File: src/rtl/rv_fetch_unit.sv
// RV32I instruction-fetch stage: owns the fetch PC, issues word reads to instruction
// memory and presents returned instructions in order, with their PC, through a 2-entry queue.
module rv_fetch_unit #(
   parameter logic [31:0] RESET_PC = 32'h0000_0000
) (
   input  logic        clk,
   input  logic        rst_n,
   input  logic        redirect_valid,
   input  logic [31:0] redirect_pc,
   output logic        imem_req_valid,
   output logic [31:0] imem_req_addr,
   input  logic        imem_req_ready,
   input  logic        imem_rsp_valid,
   input  logic [31:0] imem_rsp_data,
   output logic        if_valid,
   output logic [31:0] if_pc,
   output logic [31:0] if_instr,
   input  logic        if_ready
);

   // Handshakes: a transfer happens on a rising edge where valid and ready are both high;
   // a valid that is not accepted keeps its payload stable until it is (or a redirect flushes it).
   logic [31:0] fetch_pc;
   logic [31:0] head_pc;
   logic [1:0]  inflight;
   logic [1:0]  drop;
   logic [1:0]  count;
   logic        started;
   logic [31:0] fifo_mem [2];
   logic        rd_ptr;
   logic        wr_ptr;

   logic        req_fire;
   logic        if_fire;
   logic        keep;
   logic        push;
   logic [2:0]  credit_used;
   logic [1:0]  inflight_next;
   logic [1:0]  count_next;
   logic [31:0] target_pc;
   logic        unused_pc_bits;

   assign target_pc      = {redirect_pc[31:2], 2'b00};
   assign unused_pc_bits = ^redirect_pc[1:0];

   assign if_valid = (count != 2'd0) && !redirect_valid;
   assign if_fire  = if_valid && if_ready;
   assign if_pc    = head_pc;
   assign if_instr = fifo_mem[rd_ptr];

   // Slots are reserved for everything in flight plus everything buffered, so a
   // returning response always has room; an instruction leaving this cycle frees one.
   assign credit_used    = {1'b0, inflight} + {1'b0, count} - {2'b00, if_fire};
   assign imem_req_valid = started && !redirect_valid && (credit_used < 3'd2);
   assign imem_req_addr  = fetch_pc;
   assign req_fire       = imem_req_valid && imem_req_ready;

   assign keep = imem_rsp_valid && (drop == 2'd0);
   assign push = keep && !redirect_valid;

   always_comb begin
      inflight_next = inflight;
      if (req_fire && !imem_rsp_valid) begin
         inflight_next = inflight + 2'd1;
      end else if (!req_fire && imem_rsp_valid) begin
         inflight_next = inflight - 2'd1;
      end
   end

   always_comb begin
      count_next = count;
      if (push && !if_fire) begin
         count_next = count + 2'd1;
      end else if (!push && if_fire) begin
         count_next = count - 2'd1;
      end
   end

   always_ff @(posedge clk or negedge rst_n) begin
      if (!rst_n) begin
         fetch_pc    <= RESET_PC;
         head_pc     <= RESET_PC;
         inflight    <= 2'd0;
         drop        <= 2'd0;
         count       <= 2'd0;
         started     <= 1'b0;
         rd_ptr      <= 1'b0;
         wr_ptr      <= 1'b0;
         fifo_mem[0] <= 32'd0;
         fifo_mem[1] <= 32'd0;
      end else begin
         started  <= 1'b1;
         inflight <= inflight_next;
         if (redirect_valid) begin
            // Every request still outstanding belongs to the wrong path.
            fetch_pc <= target_pc;
            head_pc  <= target_pc;
            count    <= 2'd0;
            rd_ptr   <= 1'b0;
            wr_ptr   <= 1'b0;
            drop     <= inflight_next;
         end else begin
            if (req_fire) begin
               fetch_pc <= fetch_pc + 32'd4;
            end
            if (imem_rsp_valid && (drop != 2'd0)) begin
               drop <= drop - 2'd1;
            end
            if (push) begin
               fifo_mem[wr_ptr] <= imem_rsp_data;
               wr_ptr           <= ~wr_ptr;
            end
            if (if_fire) begin
               rd_ptr  <= ~rd_ptr;
               head_pc <= head_pc + 32'd4;
            end
            count <= count_next;
         end
      end
   end

   a_rsp_needs_request: assert property (@(posedge clk) disable iff (!rst_n)
      imem_rsp_valid |-> (inflight != 2'd0));

   a_drop_within_inflight: assert property (@(posedge clk) disable iff (!rst_n)
      drop <= inflight);

   a_fifo_no_overflow: assert property (@(posedge clk) disable iff (!rst_n)
      !(push && (count == 2'd2) && !if_fire));

endmodule
File: config.mk
export PLATFORM = sky130hd
export DESIGN_NAME = rv_fetch_unit
export DESIGN_NICKNAME = d
export VERILOG_FILES = /design/src/rtl/rv_fetch_unit.sv
export SDC_FILE = /design/constraint.sdc
export NUM_CORES = 1
export LEC_CHECK = 0
export CORE_AREA = 4 4 135 137
export DETAILED_ROUTE_END_ITERATION = 12
export DIE_AREA = 0 0 139 141
export PLACE_DENSITY = 0.66
export SLEW_MARGIN = 20
export SYNTH_ARGS = -nofsm -noshare
export SYNTH_HDL_FRONTEND = slang
export SYNTH_SLANG_ARGS = --single-unit
File: constraint.sdc
create_clock -name clk -period 4.1 [get_ports clk]
set_input_delay 0.82 -clock clk [delete_from_list [all_inputs] [get_ports clk]]
set_output_delay 0.82 -clock clk [all_outputs]
set_load 0.005 [all_outputs]
==> results of run 1 <==
-- final cells by class --
type                            instances  area share [%]
Sequential cell                       133            36.3
Inverter                               10           0.409
Multi-Input combinational cell        425            34.7
Clock buffer                           19            4.94
Timing Repair Buffer                  176            18.9
Clock inverter                         13            1.75
Tap cell                              225            3.07
-- final timing paths --
| path | from | to | slack (ns) | depth (start not counted) |
|---|---|---|---|---|
| setup reg to reg | count[1]$_DFFE_PN0P_ | imem_req_addr[9]$_DFFE_PN0P_ | 1.07 | 12 |
| min in group clk | fifo_mem[52]$_DFFE_PN0P_ | fifo_mem[52]$_DFFE_PN0P_ | 0.48 | 1 |
| hold / removal | rst_n | fifo_mem[27]$_DFFE_PN0P_ | 0.42 | 1 |
| max in group asynchronous | rst_n | if_pc[11]$_DFFE_PN0N_ | 2.78 | 2 |
| hold reg to reg | fifo_mem[52]$_DFFE_PN0P_ | fifo_mem[52]$_DFFE_PN0P_ | 0.48 | 1 |
| setup / recovery | if_ready | imem_req_valid | 0.43 | 9 |
-- through the flow --
stage | instance area (um^2) | hold WS (ns) | util (%)
2_1_floorplan | 6700 | 0.454 | -
3_3_place_gp | 8560 | 0.463 | 50.2
3_5_place_dp | 8560 | 0.472 | 50.2
4_1_cts | 9180 | 0.433 | 53.8
5_1_grt | 9180 | 0.457 | 53.8
6_report | 9180 | 0.419 | 53.8
-- metal layers --
| layer | global-route usage [%] | vias up | part of all wire [%] |
|---|---|---|---|
| met5 | 0 | - | 0 |
| met4 | 6.08 | 0 | 1.8 |
| met2 | 32.9 | 171 | 50 |
| met3 | 4.92 | 28 | 5.9 |
| met1 | 24.8 | 2716 | 42 |
| li1 | - | 2503 | - |
-- what timing repair did --
action,4_1_cts,5_1_grt
setup endpoints to repair,1,1
hold endpoints to repair,0,0
pin swaps,1,0
resized for setup,1,1
-- state kept, by name, indices dropped and copies added, names as in the netlist --
register and cells:
count 2, drop 2, fifo_mem 64, if_pc 30, imem_req_addr 30, inflight 2
rd_ptr 1, started 1, wr_ptr 1
-- report_power, final --
part / switching, mW / total, mW / internal, mW
combinational: 0.610 / 1.62 / 1.01
sequential: 0.251 / 1.92 / 1.67
clock: 0.611 / 1.56 / 0.948
total: 1.47 / 5.10 / 3.63
-- cell families (layout without fill, tap and decap cells) --
| group | count (synthesis) | after routing |
|---|---|---|
| XOR/XNOR | 42 | 42 |
| buffers and inverters | 42 | 218 |
| flip-flops | 133 | 133 |
| adder cells (fa/ha/maj) | 6 | 6 |
| AND/OR/NAND/NOR | 185 | 185 |
| multiplexers | 108 | 108 |
| AO/OA/AOI/OAI | 79 | 79 |
| other | 2 | 5 |
-- layout by cell type (no fill, tap or decap), drive strengths merged, types with 2 or more instances in the layout --
cell           Yosys  final
a21oi              8      8
a31oi              6      6
a41oi              2      2
and2               5      5
and3               5      5
and4               5      5
buf               18     17
bufinv             0      2
clkbuf            14     19
clkdlybuf4s50      0    158
clkinv             0      3
conb               2      5
dfrtp            133    133
ha                 5      5
inv               10     17
mux2             108    108
nand2             57     57
nand2b             3      3
nand3             39     39
nand4             22     22
nand4b             3      3
nor2              22     22
nor3               7      7
nor4               5      5
o211ai            14     14
o21ai             33     33
o311ai            10     10
o31a               3      3
or3                5      5
or4                4      4
xnor2             21     21
xor2              21     21
==> results.json, run 1 <==
{
  "dp_cells": 969,
  "num_vias": 5418,
  "post-cts-setup-buffer-count": 0,
  "cts.root.buffer_cell": "clkbuf_16",
  "fp.coreArea_mm2": 0.0171,
  "clk_latency_ns": 0.42,
  "yosys.cell_count.top_type": "dfrtp_1",
  "synth_area_leaders": "dfrtp_1 (50%), mux2_2 (11%), mux2_1 (7.6%)",
  "synthTopCellsByCount": "dfrtp_1 (133), mux2_2 (63), nand2_1 (57)",
  "io_pins": 168,
  "finalHoldViolCount": 0,
  "overflow": 0,
  "synthCells": 597,
  "cp.required_ns": 3.28,
  "yosysUniqueCellTypes": 48,
  "p_leak_nw": 3.75,
  "synth_seq_area_share_pct": 49.8,
  "rsz0062_at_grt": "no",
  "p_total_mw": 5.10,
  "gp_congestion": 0.867,
  "grt_pass1_wl_um": 30400,
  "cp-start-kind": "input port",
  "grt_pass1_vias": 5594,
  "final_nets": 839,
  "synth_edf_count": 0,
  "fp.dieW_um": 139,
  "synth-adder-area-share_pct": 1.23,
  "syn_avg_cell_area_um2": 11.2,
  "tns_ns": 0,
  "cts_max_path_buffers": 2,
  "criticalPathCategory": "in2out",
  "antenna_left": 0,
  "drive_gt1_share_pct": 15.9,
  "synth-main-ff-cell": "dfrtp_1",
  "synth_warnings": 0,
  "worst_setup_path_end_kind": "output port",
  "synth-xor-area-share_pct": 5.50,
  "syn_area_mm2": 0.00669,
  "synth_top_cell_area_share_pct": 49.8,
  "h-tree-depth": 4,
  "start_util_pct": 39.2,
  "cts_made_buffers": 17,
  "wire_per_inst_um": 18.8,
  "fin_crit_sh_pct": 89.6,
  "max_freq_mhz": 272,
  "synthSimpleGateAreaFrac_pct": 14.8,
  "cp.arrival_ns": 2.85,
  "antenna_found_initial": 0,
  "p_per_area_mw_per_mm2": 556,
  "synthMuxAreaShare_pct": 18.2,
  "setup_ws_ns": 0.428,
  "rows": 48,
  "instances_no_fill": 1001,
  "path_buf_inv": 2,
  "seqCellArea_mm2": 0.00333,
  "grt_start_max_net_pins": 87,
  "viasPerCell": 5.41,
  "pre_cts_slack_ns": 0.0110,
  "crit_slowest_cell": "fa_1",
  "cts_tree": "yes",
  "hpwl_um": 14000,
  "die_h_um": 141,
  "crit_chain": "clkdlybuf4s50_1 > o21ai_1 > nor2_2 > ha_1 > nand2b_1 > fa_1 > nand2_1 > nor3_1 > dlymetal6s2s_1",
  "status": "complete, no violations",
  "maxSlewHeadroom_pct": 44.0,
  "grt_usage_pct": 19.5,
  "drt_pass1_iterations": 5,
  "drtIter0Drc": 343,
  "hold_path_class": "in2async",
  "crit_path_max_fanout": 2,
  "ctsHoldBuffers": 0,
  "multiInputGateArea_mm2": 0.00319,
  "ys_seq_elements": 133,
  "final.setup_skew_ns": 0.00918,
  "async_flop_share_pct": 100,
  "ir_worst_vdd_mv": 0.311,
  "period_needed_ns": 3.67,
  "slowest_delay_ns": 0.52,
  "area_growth_syn_to_layout_pct": 37.2,
  "critical_path.top_delay_family": "adder cells",
  "synth_top_area_cell": "dfrtp_1",
  "synth_top_family_by_area": "multiplexers",
  "synth_compound_area_share_pct": 7.56,
  "portBuffers": 161,
  "worst_slew_pin_slew_ns": 0.837,
  "clock_sinks": 133,
  "drc": 0,
  "fillCellCount": 1488,
  "setup_viol": 0,
  "wl_um": 18800,
  "drv_slew": 0,
  "dieArea_mm2": 0.0196,
  "antennaDiodeCount": 0,
  "clk_pin_slew_ns": 0.06,
  "cap_violations": 0
}
Note: power is estimated with default switching activity, not from simulation.
==> inputs of run 2 (changes only) <==
Settings changed: PLACE_DENSITY 0.66 to 0.63.
==> run 2 against run 1 <==
Effect of this change: wire length shrank 0.90%; sequential cell count is the same; clock-buffer cell count unchanged; power fell by 0.23%; fmax grew 1.2%; first-iteration DRC count shrank 8.7%; critical endpoint unchanged.
==> results.json, run 2 (synthesized netlist as in run 1, its figures left out) <==
{
  "start_util_pct": 39.2,
  "grt_pass1_wl_um": 29700,
  "clock_sinks": 133,
  "fp.coreArea_mm2": 0.0171,
  "die_h_um": 141,
  "clk_latency_ns": 0.42,
  "seqCellArea_mm2": 0.00333,
  "tns_ns": 0,
  "dieArea_mm2": 0.0196,
  "status": "complete, no violations",
  "viasPerCell": 5.38,
  "crit_chain": "clkdlybuf4s50_1 > o21ai_1 > nor2_2 > ha_1 > nand2b_1 > fa_1 > xnor2_1 > nor3_1 > dlymetal6s2s_1",
  "dp_cells": 968,
  "area_growth_syn_to_layout_pct": 36.9,
  "num_vias": 5383,
  "rows": 48,
  "grt_start_max_net_pins": 70,
  "grt_usage_pct": 19.1,
  "grt_util_met2_pct": 32.1,
  "slowest_delay_ns": 0.47,
  "largest_reg_flops": 64,
  "cp-start-kind": "input port",
  "criticalPathCategory": "in2out",
  "final.setup_skew_ns": 0.0107,
  "clk_pin_slew_ns": 0.06,
  "p_per_area_mw_per_mm2": 556,
  "setup_viol": 0,
  "wl_um": 18700,
  "grt_util_met1_pct": 24.5,
  "multiInputGateArea_mm2": 0.00319,
  "cts.root.buffer_cell": "clkbuf_16",
  "worst_setup_path_end_kind": "output port",
  "instances_no_fill": 1000,
  "cap_violations": 0,
  "antenna_found_initial": 1,
  "maxSlewHeadroom_pct": 36.4,
  "final_cell_mix": "clkdlybuf4s50_1 (158), dfrtp_1 (133), mux2_2 (63)",
  "period_needed_ns": 3.63,
  "crit_path_max_fanout": 2,
  "use_met3_pct": 3.63,
  "overflow": 0,
  "io_pins": 168,
  "cts_tree": "yes",
  "worst_slew_pin_slew_ns": 0.950,
  "wire_per_inst_um": 18.7,
  "drtIter0Drc": 313,
  "final_nets": 838,
  "crit_slowest_cell": "clkdlybuf4s50_1",
  "post-cts-setup-buffer-count": 0,
  "ir_worst_vdd_mv": 0.327,
  "drt_pass1_iterations": 5,
  "fillCellCount": 1485,
  "cp.required_ns": 3.28,
  "ctsHoldBuffers": 0,
  "h-tree-depth": 4,
  "cts_max_path_buffers": 2,
  "rsz0062_at_grt": "no",
  "top_usage_layer": "met2",
  "portBuffers": 161,
  "max_freq_mhz": 276,
  "antenna_left": 0,
  "p_leak_nw": 3.74,
  "hold_path_class": "reg2reg",
  "finalHoldViolCount": 0,
  "grt_pass1_vias": 5589,
  "fp.dieW_um": 139,
  "ctsResizeCount": 0,
  "cts_made_buffers": 17,
  "p_total_mw": 5.09,
  "fin_crit_sh_pct": 88.5,
  "drv_slew": 0,
  "cp.arrival_ns": 2.81,
  "layout_commonest_cell": "clkdlybuf4s50_1",
  "hpwl_um": 13600,
  "top_register": "fifo_mem",
  "drive_gt1_share_pct": 15.5,
  "gp_congestion": 0.867,
  "drc": 0
}
==> run 2: cell count changes in the layout (fill, tap and decap cells not counted) <==
cell,change
clkbuf_8,-1
inv_6,-4
buf_4,-1
clkbuf_1,+1
diode_2,+1
inv_8,-2
bufinv_16,+1
clkinv_2,+3
clkinvlp_4,+1
==> run 2: metrics by stage <==
step | utilization [%] | worst slack, ns | instance area [um^2] | hold slack [ns]
final | 53.7 | 0.473 | 9160 | 0.480
after global routing | 53.7 | 0.322 | 9160 | 0.500
after CTS | 53.6 | 0.00175 | 9150 | 0.486
after detailed placement | 50.1 | 0.0131 | 8550 | 0.472
after global placement | 50.1 | 0.0488 | 8550 | 0.463
after floorplan | - | 0.805 | 6700 | 0.454
==> run 2: metal layers <==
metal	part of all wire (%)	up-vias
li1	-	2493
met2	51	172
met3	4.5	31
met4	1.9	0
met5	0	-
met1	42	2687
==> run 2: report_power, final <==
group / total [mW] / internal, mW / leakage, nW / switching [mW]
Clock: 1.54 / 0.969 / 0.289 / 0.572
Combinational: 1.62 / 1.01 / 1.81 / 0.607
Sequential: 1.93 / 1.67 / 1.64 / 0.259
==> run 2: cell type report <==
cell class	count	area share (%)
Timing Repair Buffer	175	18.8
Inverter	10	0.410
Multi-Input combinational cell	425	34.8
Tap cell	225	3.07
Clock inverter	12	1.69
Antenna cell	1	0.0273
Sequential cell	133	36.3
Clock buffer	19	4.84
==> run 2: critical path, delay by kind of cell <==
kind	cells	cell delay, ns
AO/OA/AOI/OAI	1	0.09
XOR/XNOR	1	0.16
adder cells (fa/ha/maj)	2	0.61
buffers and inverters	2	0.65
AND/OR/NAND/NOR	3	0.45
==> run 2: path summary, 6_finish.rpt <==
path,start,endpoint,slack (ns),cells after the start
max in group asynchronous,rst_n,if_pc[18]$_DFFE_PN0N_,2.73,2
setup reg to reg,count[1]$_DFFE_PN0P_,imem_req_addr[18]$_DFFE_PN0P_,0.97,11
min in group asynchronous,rst_n,fifo_mem[59]$_DFFE_PN0P_,0.49,1
setup / recovery,if_ready,imem_req_valid,0.47,9
hold reg to reg,fifo_mem[50]$_DFFE_PN0P_,fifo_mem[50]$_DFFE_PN0P_,0.48,1
hold / removal,fifo_mem[50]$_DFFE_PN0P_,fifo_mem[50]$_DFFE_PN0P_,0.48,1
